===== src/rtl/ysyx_24100029_lsu.sv =====
// Memory-access stage: aligns store data, issues one data-memory transaction, extracts and extends load data.
// Latency: NONE/misaligned packets are valid for writeback 1 cycle after acceptance. Memory ops take 3 cycles with a zero-wait memory.
// Backpressure: one packet in flight. ex_ready is high only in IDLE, and the writeback packet is held in DONE until wb_ready.
module ysyx_24100029_lsu #(
    parameter int BW   = 32,
    parameter int RD_W = 5
) (
    input  logic            clk,
    input  logic            rst_n,
    input  logic            ex_valid,
    output logic            ex_ready,
    input  logic [BW-1:0]   ex_alu_res,
    input  logic [BW-1:0]   ex_store_data,
    input  logic [3:0]      ex_mem_op,
    input  logic [RD_W-1:0] ex_rd,
    input  logic            ex_rd_wen,
    output logic            mem_req_valid,
    input  logic            mem_req_ready,
    output logic [BW-1:0]   mem_addr,
    output logic            mem_wen,
    output logic [BW-1:0]   mem_wdata,
    output logic [3:0]      mem_wmask,
    input  logic            mem_rsp_valid,
    input  logic [BW-1:0]   mem_rdata,
    output logic            wb_valid,
    input  logic            wb_ready,
    output logic [BW-1:0]   wb_data,
    output logic [RD_W-1:0] wb_rd,
    output logic            wb_rd_wen,
    output logic            wb_misalign
);
    typedef enum logic [1:0] {IDLE, REQ, WAIT, DONE} state_t;

    localparam logic [3:0] OP_LB = 4'd1, OP_LH = 4'd2, OP_LW = 4'd3, OP_LBU = 4'd4, OP_LHU = 4'd5;
    localparam logic [3:0] OP_SB = 4'd9, OP_SH = 4'd10, OP_SW = 4'd11;

    state_t state, state_nxt;

    logic [BW-1:0]   addr_q, sd_q, wb_data_q;
    logic [3:0]      op_q;
    logic [RD_W-1:0] rd_q;
    logic            rd_wen_q, wb_rd_wen_q, wb_misalign_q;

    // Unknown op codes behave as NONE, so anything outside this list never touches memory.
    function automatic logic is_mem_op(input logic [3:0] op);
        return (op == OP_LB) || (op == OP_LH) || (op == OP_LW) || (op == OP_LBU) ||
               (op == OP_LHU) || (op == OP_SB) || (op == OP_SH) || (op == OP_SW);
    endfunction

    function automatic logic is_misaligned(input logic [3:0] op, input logic [1:0] a);
        return (((op == OP_LH) || (op == OP_LHU) || (op == OP_SH)) && a[0]) ||
               (((op == OP_LW) || (op == OP_SW)) && (a != 2'b00));
    endfunction

    logic accept, in_mem, in_mis, is_store;
    logic [BW-1:0] shifted, load_val;

    assign accept   = ex_valid && (state == IDLE);
    assign in_mem   = is_mem_op(ex_mem_op);
    assign in_mis   = in_mem && is_misaligned(ex_mem_op, ex_alu_res[1:0]);
    assign is_store = op_q[3];

    // State register; reset drops any packet in flight
    always_ff @(posedge clk or negedge rst_n) begin
        if (!rst_n) state <= IDLE;
        else        state <= state_nxt;
    end

    // Next-state: one request, one response, then hold until writeback accepts
    always_comb begin
        state_nxt = state;
        case (state)
            IDLE: if (accept) state_nxt = (in_mem && !in_mis) ? REQ : DONE;
            REQ:  if (mem_req_ready) state_nxt = WAIT;
            WAIT: if (mem_rsp_valid) state_nxt = DONE;
            DONE: if (wb_ready) state_nxt = IDLE;
            default: state_nxt = IDLE;
        endcase
    end

    assign ex_ready      = (state == IDLE);
    assign mem_req_valid = (state == REQ);
    assign wb_valid      = (state == DONE);

    // Request fields come from registered state only, so they stay stable while stalled in REQ
    always_comb begin
        mem_addr  = '0;
        mem_wen   = 1'b0;
        mem_wdata = '0;
        mem_wmask = 4'b0000;
        if (state == REQ) begin
            mem_addr = {addr_q[BW-1:2], 2'b00};
            mem_wen  = is_store;
            case (op_q)
                OP_SB: begin
                    mem_wdata = {4{sd_q[7:0]}};
                    mem_wmask = 4'b0001 << addr_q[1:0];
                end
                OP_SH: begin
                    mem_wdata = {2{sd_q[15:0]}};
                    mem_wmask = 4'b0011 << addr_q[1:0];
                end
                OP_SW: begin
                    mem_wdata = sd_q;
                    mem_wmask = 4'b1111;
                end
                default: ;
            endcase
        end
    end

    // Load alignment: bring the addressed byte/half down to bit 0, then extend
    always_comb begin
        shifted  = mem_rdata >> {addr_q[1:0], 3'b000};
        load_val = mem_rdata;
        case (op_q)
            OP_LB:   load_val = {{(BW-8){shifted[7]}}, shifted[7:0]};
            OP_LBU:  load_val = {{(BW-8){1'b0}}, shifted[7:0]};
            OP_LH:   load_val = {{(BW-16){shifted[15]}}, shifted[15:0]};
            OP_LHU:  load_val = {{(BW-16){1'b0}}, shifted[15:0]};
            default: load_val = mem_rdata;
        endcase
    end

    // Packet capture on acceptance and writeback result on memory response
    always_ff @(posedge clk or negedge rst_n) begin
        if (!rst_n) begin
            addr_q        <= '0;
            sd_q          <= '0;
            op_q          <= '0;
            rd_q          <= '0;
            rd_wen_q      <= 1'b0;
            wb_data_q     <= '0;
            wb_rd_wen_q   <= 1'b0;
            wb_misalign_q <= 1'b0;
        end else if (accept) begin
            addr_q        <= ex_alu_res;
            sd_q          <= ex_store_data;
            op_q          <= ex_mem_op;
            rd_q          <= ex_rd;
            rd_wen_q      <= ex_rd_wen;
            wb_data_q     <= ex_alu_res;
            // Memory ops decide their write enable at response time
            wb_rd_wen_q   <= !in_mem && ex_rd_wen && (ex_rd != '0);
            wb_misalign_q <= in_mis;
        end else if ((state == WAIT) && mem_rsp_valid) begin
            wb_data_q   <= is_store ? '0 : load_val;
            wb_rd_wen_q <= !is_store && rd_wen_q && (rd_q != '0);
        end
    end

    assign wb_data     = wb_data_q;
    assign wb_rd       = rd_q;
    assign wb_rd_wen   = wb_rd_wen_q;
    assign wb_misalign = wb_misalign_q;
endmodule


===== config.mk =====
export PLATFORM = sky130hd
export DESIGN_NAME = ysyx_24100029_lsu
export DESIGN_NICKNAME = d
export VERILOG_FILES = /design/src/rtl/ysyx_24100029_lsu.sv
export SDC_FILE = /design/constraint.sdc
export NUM_CORES = 1
export LEC_CHECK = 0
export BUFFER_PORTS_ARGS = -buffer_cell sky130_fd_sc_hd__buf_2
export CORE_ASPECT_RATIO = 1.1
export CORE_UTILIZATION = 25
export DETAILED_ROUTE_END_ITERATION = 8
export SLEW_MARGIN = 20
export SYNTH_ARGS = -nofsm -noshare
export SYNTH_HDL_FRONTEND = slang
export SYNTH_SLANG_ARGS = --single-unit

===== constraint.sdc =====
create_clock -name clk -period 2 [get_ports clk]
set_input_delay 0.5 -clock clk [delete_from_list [all_inputs] [get_ports clk]]
set_output_delay 0.5 -clock clk [all_outputs]
set_load 0.02 [all_outputs]

==> out/metrics.csv <==
stage,metric,value,unit
synthesis,async set-reset flop share out of synthesis,1.00,
layout,nets,1044,
worst_hold_path,hold path cells,3,
global_routing,M1 GR Usage,0.226,
power,combinational group share of total power,0.527,
power,Pleak,0.00428,uW
worst_setup_path,arrival time at the worst endpoint,1.94,ns
clock_tree,Clock Pin Slew Worst Setup and Hold Paths,0.07,ns
clock_tree,CTS root buffer,clkbuf_16,
power,Total Power,12200,uW
worst_setup_path,CP Class,flip-flop to output pin,
layout,share of layout cells above drive strength 1,0.393,
worst_setup_path,CP endpoint kind,output pin,
layout,Area Growth Syn to Fin,49.6,%
worst_setup_path,CP max FO,9,
synthesis,post-synthesis register bit count,110,
clock_tree,CTS Buffer Depth,2,
clock_tree,TritonCTS Buffers,9,
global_routing,largest net degree at the start of global routing,49,
clock_tree,CTS tree,yes,
sta,fmax,410,MHz
worst_hold_path,worst hold path type,input pin to flip-flop,
place,PortBufs,220,
worst_setup_path,FF-to-FF Start,state[0],
floorplanning,Ports,223,
floorplanning,core footprint,22300,um2
synthesis,Post-synth EDFFs,0,
global_routing,first-pass GRT wire length,32.1,mm
route,drc violations,0,
sta,clk_skew,0.00995,ns
global_routing,grt met2 use,0.291,
worst_setup_path,startpoint types,flip-flop,
route,router iterations before antenna repair,4,
route,Total Wirelength,21.1,mm
global_routing,GRT Overall Usage,0.179,
power,Sequential Power Share,0.323,
layout,Non-Filler Instances,1236,
floorplanning,row count,57,
synthesis,Synth top area share,0.481,
clock_tree,# clock sinks,110,
power,Int Power,6800,uW
place,GPL Wtd Cong,0.863,
worst_setup_path,crit-path cells,inv_2 > ha_4 > nand2_2 > or3_4 > nor2_4 > buf_12 > a22o_1 > buf_6,
route,Final ANT Viol Nets,0,
worst_setup_path,Crit path largest cell delay,0.39,ns
global_routing,GR Overflow Total,0,
route,detailed-route via count,5790,
synthesis,Synth area leaders,"dfrtp_1 (48%), nand2_1 (17%), and2_1 (4.3%), a22oi_1 (2.4%), o211ai_1 (2.4%)",
worst_setup_path,Worst R2R End,state[1],
synthesis,Post-Syn Area,5720,um2
global_routing,vias in the first global route,5720,
worst_setup_path,r2r worst-path depth,7,
sta,worst setup margin,-0.439,ns
synthesis,library cells used by synthesis,51,
status,status,"finished, violations left",
power,Worst VDD drop,0.497,mV
place,DP HPWL,15.8,mm
synthesis,largest area contributor in the netlist,dfrtp_1,
global_routing,initial antenna violation count,8,
sta,fin crit share,1.22,
run,Max-Cap Viols,0,
floorplanning,die area,23500,um2
clock_tree,H-tree levels,3,
sta,post-layout min period,2.44,ns
synthesis,"Top FF cell, synth",dfrtp_1,
power,P_sw,5410,uW
place,Setup Slack @ Placement,-0.0903,ns
route,wire per inst,17.0,um
synthesis,Post-Synthesis Cells,678,
global_routing,gr busiest metal,met2,
sta,Final setup violation count,67,
route,vias per inst,4.68,
synthesis,Mean Syn Cell Area,8.44,um2
sta,max-slew violations,0,
status,failing checks,setup timing,
power,Clock power frac,0.151,
clock_tree,clk_lat worst skew,0.36,ns
power,switching share of total power,0.443,
global_routing,grt met3 use,0.0264,
power,Pwr Density,1430,nW/um2
synthesis,"Seq/Total Area, Yosys",0.481,
sta,"Hold Vio Cnt, Final",0,
synthesis,Synth Warn #,0,
worst_hold_path,Hold Path End,sd_q[5],
worst_setup_path,Required @ worst endpoint,1.50,ns
worst_setup_path,slowest CP cell,dfrtp_1,
worst_setup_path,R2R Setup Slk,0.08,ns
floorplanning,die width,146,um
floorplanning,Die Y,161,um
route,initial DRC count,320,
floorplanning,Initial Util,0.257,
worst_hold_path,hold_sp,ex_store_data[5],
place,dpl cells,1201,
sta,unrepaired setup endpoints after global routing,true,
[final cells by class]
cell class,count,area [um2]
tap,295,369
clock buffer,10,239
timing repair buffer,287,2010
fill,2330,13700
multi-input combinational,507,3060
clock inverter,6,60.1
sequential,110,2750
inverter,13,51.3
antenna,8,20.0
[through the flow]
stage                     setup TNS [ns]  hold slack (ns)  instance area [um2]  utilization
after floorplan                    -4.11            0.204                 6020            -
after detailed placement           -1.57            0.365                 7790        0.350
after CTS                         -18.34            0.317                 8380        0.377
final                             -16.13            0.331                 8560        0.385
after global routing              -21.29            0.331                 8560        0.385
after global placement             -1.17            0.361                 7790        0.350
[timing repair]
item,4_1_cts,5_1_grt
setup endpoints to repair,68,74
endpoints found under the hold margin,9,0
pin swaps,16,13
hold buffers,1,0
gates resized for setup,72,31
setup buffers,4,6
gates cloned,1,1
[worst max path at each step]
stage | start | endpoint | slack [ns] | cells past startpoint
2_1_floorplan | state[1] | mem_wdata[17] | -0.14 | 6
4_1_cts | op_q[0] | mem_wdata[18] | -0.45 | 6
5_1_grt | op_q[1] | mem_wdata[23] | -0.52 | 6
3_5_place_dp | state[1] | mem_wdata[18] | -0.09 | 9
6_report | state[1] | mem_wdata[23] | -0.44 | 8
3_3_place_gp | op_q[0] | mem_wmask[1] | -0.08 | 6
[kinds of logic (layout without fill, tap and decap cells)]
kind of cell             count (synthesis)  after routing  synth area share
multiplexers                            14             14            0.0269
flip-flops                             110            110             0.481
buffers and inverters                   62            316            0.0466
AO/OA/AOI/OAI                          149            149             0.183
XOR/XNOR                                 1              1           0.00153
other                                    1             10          0.000655
adder cells (fa/ha/maj)                  4              4           0.00874
AND/OR/NAND/NOR                        337            337             0.252
[power by group through the flow]
stage               logic [uW]  registers [uW]  clock network [uW]
finish                    6430            3940                1840
global route              7010            4070                1970
CTS                       6250            3930                1890
global placement          5950            3950                   0
floorplan                 3410            4200                   0
detailed placement        6020            3970                   0
[routing by layer]
layer	wire (um)	share of wire	vias to the layer above
met5	0	0	-
met4	847	0.040	0
met3	1030	0.049	49
met2	10200	0.48	195
met1	9010	0.43	2760
li1	-	-	2786
[registers in the layout, summed over array words and instances (netlist names)]
name / flops
addr_q: 32
sd_q: 32
wb_data: 32
wb_rd: 5
op_q: 4
state: 2
rd_wen_q: 1
wb_misalign: 1
wb_rd_wen: 1
[cells in the mapped netlist, drive strengths merged, types with 5 or more instances]
cell type and n:
o22ai 8, a21oi 25, a22oi 18, clkbuf 32, a21boi 5, o221ai 5
dfrtp 110, inv 13, nand2 262, nor2 13, buf 17, mux2i 12
o211ai 23, o21ai 28, a22o 13, and2 39, a211oi 6
[worst max-delay path, delay by kind of cell (launching register included)]
family / cells / cell delay, ns
AND/OR/NAND/NOR: 3 / 0.58
adder cells (fa/ha/maj): 1 / 0.13
flip-flops: 1 / 0.39
buffers and inverters: 3 / 0.34
AO/OA/AOI/OAI: 1 / 0.15
[placed cells by master (no fill, tap or decap), types with 3 or more instances in the layout]
cell type,synthesis,final
a211oi_1,4,3
a21boi_0,5,3
a21oi_1,25,7
a21oi_2,0,10
a21oi_4,0,8
a22o_1,13,12
a22oi_1,18,10
a22oi_2,0,8
a31oi_1,3,3
and2_1,39,37
buf_12,0,12
buf_2,9,182
buf_4,2,57
buf_6,2,33
clkbuf_16,0,10
dfrtp_1,110,110
diode_2,0,8
inv_1,13,11
inv_6,0,5
mux2i_1,12,12
nand2_1,262,259
nand2_2,0,3
nand3_1,4,3
nor2_1,13,8
nor2_4,0,4
nor2b_1,4,3
nor3_4,0,3
o211ai_1,18,18
o211ai_2,5,5
o21ai_0,23,23
o21ai_1,5,5
o221ai_1,5,3
o22ai_1,8,8
No activity file was read; power rests on OpenSTA's default activity.
